### src/rtl/bit_serializer.sv
// Parallel-to-serial converter feeding the sequence detector: one word in
// flight in the shifter plus one word of look-ahead in a holding register.
module bit_serializer #(
    parameter int DATA_WIDTH = 8,
    parameter bit MSB_FIRST  = 1'b1
) (
    input  logic                  clk,
    input  logic                  rst_n,
    input  logic [DATA_WIDTH-1:0] din,
    input  logic                  din_valid,
    output logic                  din_ready,
    output logic                  seq_out,
    output logic                  seq_valid,
    output logic                  word_done,
    output logic [15:0]           word_cnt
);

    localparam int                CNT_W    = $clog2(DATA_WIDTH);
    localparam logic [CNT_W-1:0]  LAST_BIT = CNT_W'(DATA_WIDTH - 1);

    typedef enum logic {
        IDLE  = 1'b0,
        SHIFT = 1'b1
    } state_t;

    state_t                  state_q, state_d;
    logic [DATA_WIDTH-1:0]   shift_q, shift_d;
    logic [CNT_W-1:0]        bit_cnt_q, bit_cnt_d;
    logic [DATA_WIDTH-1:0]   hold_q, hold_d;
    logic                    hold_full_q, hold_full_d;
    logic                    seq_out_q, seq_out_d;
    logic                    seq_valid_q, seq_valid_d;
    logic                    word_done_q, word_done_d;
    logic [15:0]             word_cnt_q, word_cnt_d;

    logic                    transfer;
    logic                    last_bit;

    assign din_ready = ~hold_full_q;
    assign transfer  = din_valid & ~hold_full_q;
    assign last_bit  = (state_q == SHIFT) && (bit_cnt_q == LAST_BIT);

    always_ff @(posedge clk) begin
        if (!rst_n) begin
            state_q     <= IDLE;
            shift_q     <= '0;
            bit_cnt_q   <= '0;
            hold_q      <= '0;
            hold_full_q <= 1'b0;
            seq_out_q   <= 1'b0;
            seq_valid_q <= 1'b0;
            word_done_q <= 1'b0;
            word_cnt_q  <= '0;
        end else begin
            state_q     <= state_d;
            shift_q     <= shift_d;
            bit_cnt_q   <= bit_cnt_d;
            hold_q      <= hold_d;
            hold_full_q <= hold_full_d;
            seq_out_q   <= seq_out_d;
            seq_valid_q <= seq_valid_d;
            word_done_q <= word_done_d;
            word_cnt_q  <= word_cnt_d;
        end
    end

    // Leave SHIFT only when the last bit goes out with nothing queued behind it.
    always_comb begin
        state_d = state_q;
        case (state_q)
            IDLE: begin
                if (transfer) begin
                    state_d = SHIFT;
                end
            end
            SHIFT: begin
                if (last_bit && !hold_full_q && !transfer) begin
                    state_d = IDLE;
                end
            end
            default: state_d = IDLE;
        endcase
    end

    always_comb begin
        shift_d     = shift_q;
        bit_cnt_d   = bit_cnt_q;
        hold_d      = hold_q;
        hold_full_d = hold_full_q;
        word_cnt_d  = word_cnt_q;

        if (state_q == IDLE) begin
            if (transfer) begin
                shift_d   = din;
                bit_cnt_d = '0;
            end
        end else if (last_bit) begin
            if (word_cnt_q != 16'hFFFF) begin
                word_cnt_d = word_cnt_q + 16'd1;
            end
            bit_cnt_d = '0;
            // A held word takes priority; din_ready is low whenever hold is full.
            if (hold_full_q) begin
                shift_d     = hold_q;
                hold_full_d = 1'b0;
            end else if (transfer) begin
                shift_d = din;
            end else begin
                shift_d = '0;
            end
        end else begin
            if (MSB_FIRST) begin
                shift_d = {shift_q[DATA_WIDTH-2:0], 1'b0};
            end else begin
                shift_d = {1'b0, shift_q[DATA_WIDTH-1:1]};
            end
            bit_cnt_d = bit_cnt_q + CNT_W'(1);
            if (transfer) begin
                hold_d      = din;
                hold_full_d = 1'b1;
            end
        end
    end

    // Outputs are registered copies of what the next cycle will present.
    always_comb begin
        seq_valid_d = (state_d == SHIFT);
        seq_out_d   = 1'b0;
        word_done_d = 1'b0;
        if (seq_valid_d) begin
            seq_out_d   = MSB_FIRST ? shift_d[DATA_WIDTH-1] : shift_d[0];
            word_done_d = (bit_cnt_d == LAST_BIT);
        end
    end

    assign seq_out   = seq_out_q;
    assign seq_valid = seq_valid_q;
    assign word_done = word_done_q;
    assign word_cnt  = word_cnt_q;

endmodule
### config.mk
export PLATFORM = sky130hd
export DESIGN_NAME = bit_serializer
export DESIGN_NICKNAME = d
export VERILOG_FILES = /design/src/rtl/bit_serializer.sv
export SDC_FILE = /design/constraint.sdc
export NUM_CORES = 1
export LEC_CHECK = 0
export ABC_AREA = 1
export ABC_CLOCK_PERIOD_IN_PS = 3110
export BUFFER_PORTS_ARGS = -buffer_cell sky130_fd_sc_hd__buf_2
export CAP_MARGIN = 10
export CORE_UTILIZATION = 45
export CTS_CLUSTER_DIAMETER = 40
export DETAILED_ROUTE_END_ITERATION = 8
export PLACE_DENSITY = 0.69
export SLEW_MARGIN = 25
export SYNTH_ARGS = -nofsm -noshare
export SYNTH_HDL_FRONTEND = slang
export SYNTH_SLANG_ARGS = --single-unit
### constraint.sdc
create_clock -name clk -period 3.11 [get_ports clk]
set_input_delay 0.7775 -clock clk [delete_from_list [all_inputs] [get_ports clk]]
set_output_delay 0.7775 -clock clk [all_outputs]
set_load 0.01 [all_outputs]
==> summary.md, run 1 <==
| Metric | Value |
|---|---|
| Crit Path Max Fanout | `16` |
| CP top delay family | `simple AND/OR/NAND/NOR gates` |
| Initial Util | `0.471` |
| H-tree Lvls | `2` |
| Crit path max-delay cell type | `nor2_4` |
| IO Count | `31` |
| IO buf count | `30` |
| Share of cells above drive strength 1 | `0.230` |
| #FFs+latches synth | `39` |
| Vias in the first global route | `1849` |
| Worst min path class | `reg2reg` |
| Hpwl dp | `3.39 mm` |
| DRT iter0 DRCs | `between 60 and 70` |
| End of the critical path | `word_cnt[13]$_SDFFE_PN0P_` |
| Die Span X | `just under 70 um` |
| Clk_lat worst skew | `0.29 ns` |
| Count of different cell masters after synthesis | `31` |
| Minimum clock period | `about 1.8 ns` |
| Gate Count Post-Synth | `295` |
| Clk_skew | `0.00405 ns` |
| Post-Syn Area per Cell | `6.95 um2` |
| Final Hold Fails | `0` |
| Most common cell after layout, fill and taps aside | `nand2_1` |
| RD Place Congestion | `about 0.80` |
| Final worst-path cycle share | `0.594` |
| First-pass GRT wire length | `roughly 8.0 mm` |
| Vias per cell | `5.03` |
| Power Dens Cells | `roughly 450 nW/um2` |
| Min-delay src | `hold_q[7]$_SDFFE_PN0P_` |
| Gates resized, CTS repair | `0` |
| Peak supply drop | `288 uV` |
| CP endpoint kind | `flip-flop` |
| Synthesized cell area | `~2100 um2` |
| Max-slew violations | `0` |
| Worst reg-to-reg path cell count | `7` |
| R2R Path Start | `bit_cnt_q[0]$_SDFF_PN0_` |
| Crit path kind | `reg2reg` |
| Most frequent cells in the layout | `101 x nand2_1, 39 x dfxtp_1, 30 x buf_2` |
| Crit path buf inv count | `0` |
| Synth warn | `0` |
| Worst-Margin Slew | `a little under 0.8 ns` |
| FF+latch area | `between 700 and 800 um2` |
| Critical Path RT | `~3.3 ns` |
| # fillers | `434` |
| Critical Path AT | `2.03 ns` |
| Post-synth EDFFs | `0` |
| # diodes | `0` |
| DR DRC count | `0` |
| Die area | `4830 um2` |
| Antenna violations before repair | `0` |
| Remaining global-route overflow | `0` |
| Largest net degree at the start of global routing | `21` |
| Critical path, cell by cell | `ha_1, ha_1, nand2_1, nor2_4, nand3_1, nand2_1, nor2_1` |
| Antenna-violating nets left | `0` |
| Height of the die | `69.5 um` |
| Clk sink count | `39` |
| Vias | `1900` |
| Worst path depth | `7` |
| P_leak | `around 0.001 uW` |
| CTS Hold Bufs | `0` |
| Status | `finished clean` |
| Multi-input logic area | `about 1100 um2` |
| Worst-path clk slew | `0.08 ns` |
| # setup viols final | `0` |
| Worst Setup SP | `bit_cnt_q[0]$_SDFF_PN0_` |
| Worst r2r dst | `word_cnt[13]$_SDFFE_PN0P_` |
| Row cnt | `24` |
| Routed wire length | `approximately 4.6 mm` |
| Max incr delay on CP | `0.48 ns` |
| Root buf cell | `clkbuf_8` |
| First drt pass iteration count | `4` |
| GRT Util Overall | `0.204` |
| Clock Tree Buf Depth | `2` |
| Sequential fraction of the synthesis area | `0.381` |
| Final setup TNS | `0 ns` |
| Fmax | `~0.54 GHz` |
| Area growth syn-to-layout | `14.3%` |
| Hold Slack | `approximately 0.46 ns` |
| Post-CTS setup buffers | `0` |
| Nets | `339` |
| TritonCTS clock tree | `yes` |
| Syn nets | `slightly above 300` |
| WL/cell | `between 10 and 15 um` |
| FFs w/ async S/R, synth | `0` |
| Worst rel slew slack | `0.482` |
| CTS buffer count | `5` |
| R2R setup slack | `approximately 1.3 ns` |
| Startpoint Class | `flip-flop` |
| Max_cap viols | `0` |
| Core box area | `4350 um2` |
| RSZ-0062 raised after global routing | `no` |
| Most used DFF post-synth | `dfxtp_1` |
==> where the power goes <==
part / switching [uW] / total (uW) / leakage (uW) / internal, uW
combinational: 61.4 / 93.4 / 0.000645 / 32.0
clock: 182 / 442 / 0.0000612 / 260
sequential: 13.8 / 532 / 0.000317 / 518
total: 257 / 1070 / 0.00102 / 810
==> state kept, by name, indices dropped and copies added (netlist names) <==
name	flops
word_done	1
word_cnt	16
shift_q	8
bit_cnt_q	3
hold_full_q	1
seq_valid	1
seq_out	1
hold_q	8
==> final cells by class <==
cell class	instances	area share
multi-input cells	218	0.475
flip-flops and latches	39	0.333
repair buffers	30	0.0640
inverters	31	0.0496
clock buffers	6	0.0352
well taps	52	0.0277
clock inverters	2	0.0149
==> metrics by stage <==
stage	instances	total power, uW	worst slack [ns]	util	area, um2
after floorplan	295	609	1.50	-	2050
after global placement	370	635	1.25	0.511	2230
after detailed placement	370	638	1.21	0.511	2230
after CTS	378	1080	1.27	0.539	2340
after global routing	378	1110	1.13	0.539	2340
final	378	1070	1.26	0.539	2340
==> tightest hold or removal path: stages (launching register included) <==
cell and delay [ns]:
dfxtp_1 0.31, nand2_1 0.06, a21oi_1 0.05
==> cell families after synthesis <==
| group | after synthesis | synth area share |
|---|---|---|
| AO/OA/AOI/OAI | 37 | 0.125 |
| XOR/XNOR | 6 | 0.0256 |
| adder cells (fa/ha/maj) | 3 | 0.0183 |
| buffers and inverters | 38 | 0.0757 |
| flip-flops | 39 | 0.381 |
| AND/OR/NAND/NOR | 172 | 0.375 |
==> routing by layer <==
| layer | global-route usage | vias to the layer above | wire length (um) |
|---|---|---|---|
| li1 | - | 995 | - |
| met1 | 0.240 | 860 | 2020 |
| met2 | 0.358 | 37 | 2260 |
| met3 | 0.0480 | 8 | 191 |
| met4 | 0.0748 | 0 | 76 |
| met5 | 0 | - | 0 |
==> worst min-delay path by stage <==
stage | to | slack [ns] | cells after the start
after floorplan | hold_q[1]$_SDFFE_PN0P_ | 0.43 | 2
after global placement | hold_q[0]$_SDFFE_PN0P_ | 0.45 | 2
after detailed placement | hold_q[7]$_SDFFE_PN0P_ | 0.46 | 2
after CTS | hold_q[7]$_SDFFE_PN0P_ | 0.47 | 2
after global routing | hold_q[7]$_SDFFE_PN0P_ | 0.49 | 2
final | hold_q[7]$_SDFFE_PN0P_ | 0.46 | 2
==> synthesized netlist by cell type (2+ instances only) <==
library cell / count / share of area
dfxtp_1: 39 / 0.38
xor2_1: 4 / 0.017
a21oi_2: 9 / 0.038
ha_1: 3 / 0.018
nor2_2: 3 / 0.0092
nand2_2: 13 / 0.040
inv_1: 26 / 0.048
nand4_1: 5 / 0.015
nand3_1: 16 / 0.039
clkbuf_1: 3 / 0.0055
inv_2: 5 / 0.0092
o21ai_0: 4 / 0.0098
nor2_1: 26 / 0.048
nand2_1: 101 / 0.18
o2111ai_1: 4 / 0.017
xnor2_1: 2 / 0.0085
a21oi_1: 13 / 0.032
nor2_4: 6 / 0.033
Power figures use the tool's default switching activity.
==> run 2, diff against run 1 <==
- ABC_CLOCK_PERIOD_IN_PS: 3110 -> 1600
- PLACE_DENSITY: 0.69 -> 0.72
- clock period: 3.11 -> 1.6 ns (I/O delays scaled with it)
==> run 2 against run 1 <==
  * Critical path depth up 1
  * Via count up 2.6%
  * Total power is 96% higher
  * Critical path type unchanged
  * Largest cell class unchanged
  * Largest power group unchanged
==> summary.md, run 2 (same netlist as run 1, synthesis figures left out) <==
| Metric | Value |
|---|---|
| Status | `finished clean` |
| DRT iter0 DRCs | `66` |
| Worst-Margin Slew | `0.309 ns` |
| Clock Tree Buf Depth | `2` |
| Remaining global-route overflow | `0` |
| Largest net degree at the start of global routing | `18` |
| Worst min path class | `in2reg` |
| # diodes | `0` |
| Share of cells above drive strength 1 | `0.292` |
| Critical Path RT | `between 1.5 and 2 ns` |
| Power Dens Cells | `approximately 800 nW/um2` |
| IO Count | `31` |
| Final worst-path cycle share | `0.943` |
| Crit path kind | `reg2reg` |
| Area growth syn-to-layout | `24.4%` |
| Routed wire length | `4.66 mm` |
| Non-Filler Instances | `between 300 and 400` |
| Final setup TNS | `0 ns` |
| Most frequent cells in the layout | `100 x nand2_1, 37 x dfxtp_1, 30 x buf_2` |
| Final setup margin | `0.0905 ns` |
| Root buf cell | `clkbuf_8` |
| Core box area | `4350 um2` |
| # setup viols final | `0` |
| Final core utilization | `0.586` |
| Max FFs per register | `16` |
| RD Place Congestion | `roughly 0.8` |
| Worst rel slew slack | `0.793` |
| DR DRC count | `0` |
| CP endpoint kind | `flip-flop` |
| Die area | `~4800 um2` |
| First drt pass iteration count | `4` |
| CTS buffer count | `5` |
| Nets | `359` |
| Clk_skew | `0.00482 ns` |
| CTS Hold Bufs | `0` |
| Vias | `approximately 2000` |
| Clk_lat worst skew | `0.30 ns` |
| Height of the die | `just under 70 um` |
| Vias in the first global route | `1868` |
| Die Span X | `69.5 um` |
| Clk sink count | `39` |
| Row cnt | `24` |
| Final Hold Fails | `0` |
| Worst-path clk slew | `around 0.080 ns` |
| H-tree Lvls | `2` |
| Inst Count DP | `389` |
| Minimum clock period | `1.51 ns` |
| Most common cell after layout, fill and taps aside | `nand2_1` |
| Peak supply drop | `382 uV` |
| Crit Path Max Fanout | `10` |
| Hpwl dp | `3.46 mm` |
| Fmax | `approximately 0.66 GHz` |
| Antenna violations before repair | `0` |
| GRT Util Overall | `0.206` |
| Initial Util | `0.471` |
| First-pass GRT wire length | `7.98 mm` |
| Vias per cell | `4.90` |
| Startpoint Class | `flip-flop` |
| Antenna-violating nets left | `0` |
| TritonCTS clock tree | `yes` |
| IO buf count | `30` |
| Place WS | `-0.00652 ns` |
| Max-slew violations | `0` |
| WL/cell | `11.7 um` |
| Critical Path AT | `around 1.7 ns` |
| Max_cap viols | `0` |
| P_leak | `between 0.001 and 0.0015 uW` |
-- run 2: timing repair --
action | CTS | global route
buffers inserted | 0 | 1
pin swaps | 0 | 2
resized for setup | 1 | 8
setup endpoints to repair | 11 | 22
-- run 2: cell type report --
cell class | instances | area [um2]
sequential | 39 | 783
clock buffer | 6 | 82.6
clock inverter | 2 | 35.0
fill | 432 | 1800
tap | 52 | 65.1
multi-input combinational | 218 | 1150
inverter | 31 | 116
timing repair buffer | 50 | 317
-- run 2: worst max-delay path, cell delays in order, from the launching register on --
cell     delay [ns]
dfxtp_1        0.34
ha_1           0.24
ha_4           0.20
nor2_4         0.11
inv_2          0.08
nor2_4         0.15
inv_2          0.11
o21ai_1        0.12
a21oi_1        0.05
-- run 2: metrics by stage --
stage / hold WS, ns / area, um2 / power [uW]
after CTS: 0.343 / 2500 / 2110
final: 0.346 / 2550 / 2100
after global routing: 0.369 / 2550 / 2190
after detailed placement: 0.454 / 2380 / 1260
after floorplan: 0.425 / 2050 / 1180
after global placement: 0.449 / 2380 / 1250
-- run 2: layer usage --
layer,vias up,share of wire,track usage
li1,1040,-,-
met1,873,0.46,0.249
met2,27,0.49,0.350
met3,9,0.031,0.0523
met4,0,0.021,0.0816
met5,-,0,0
-- run 2: power breakdown --
| group | internal, uW | switching (uW) |
|---|---|---|
| combinational | 82.6 | 129 |
| clock | 505 | 352 |
| sequential | 1010 | 21.1 |
-- run 2: worst paths after layout --
kind                            from                endpoint  slack, ns  depth (start not counted)
max          bit_cnt_q[0]$_SDFF_PN0_  hold_q[1]$_SDFFE_PN0P_       0.09                          8
min                           din[5]  hold_q[5]$_SDFFE_PN0P_       0.35                          3
max reg2reg  bit_cnt_q[0]$_SDFF_PN0_  hold_q[1]$_SDFFE_PN0P_       0.09                          8
min reg2reg   hold_q[1]$_SDFFE_PN0P_  hold_q[1]$_SDFFE_PN0P_       0.46                          2
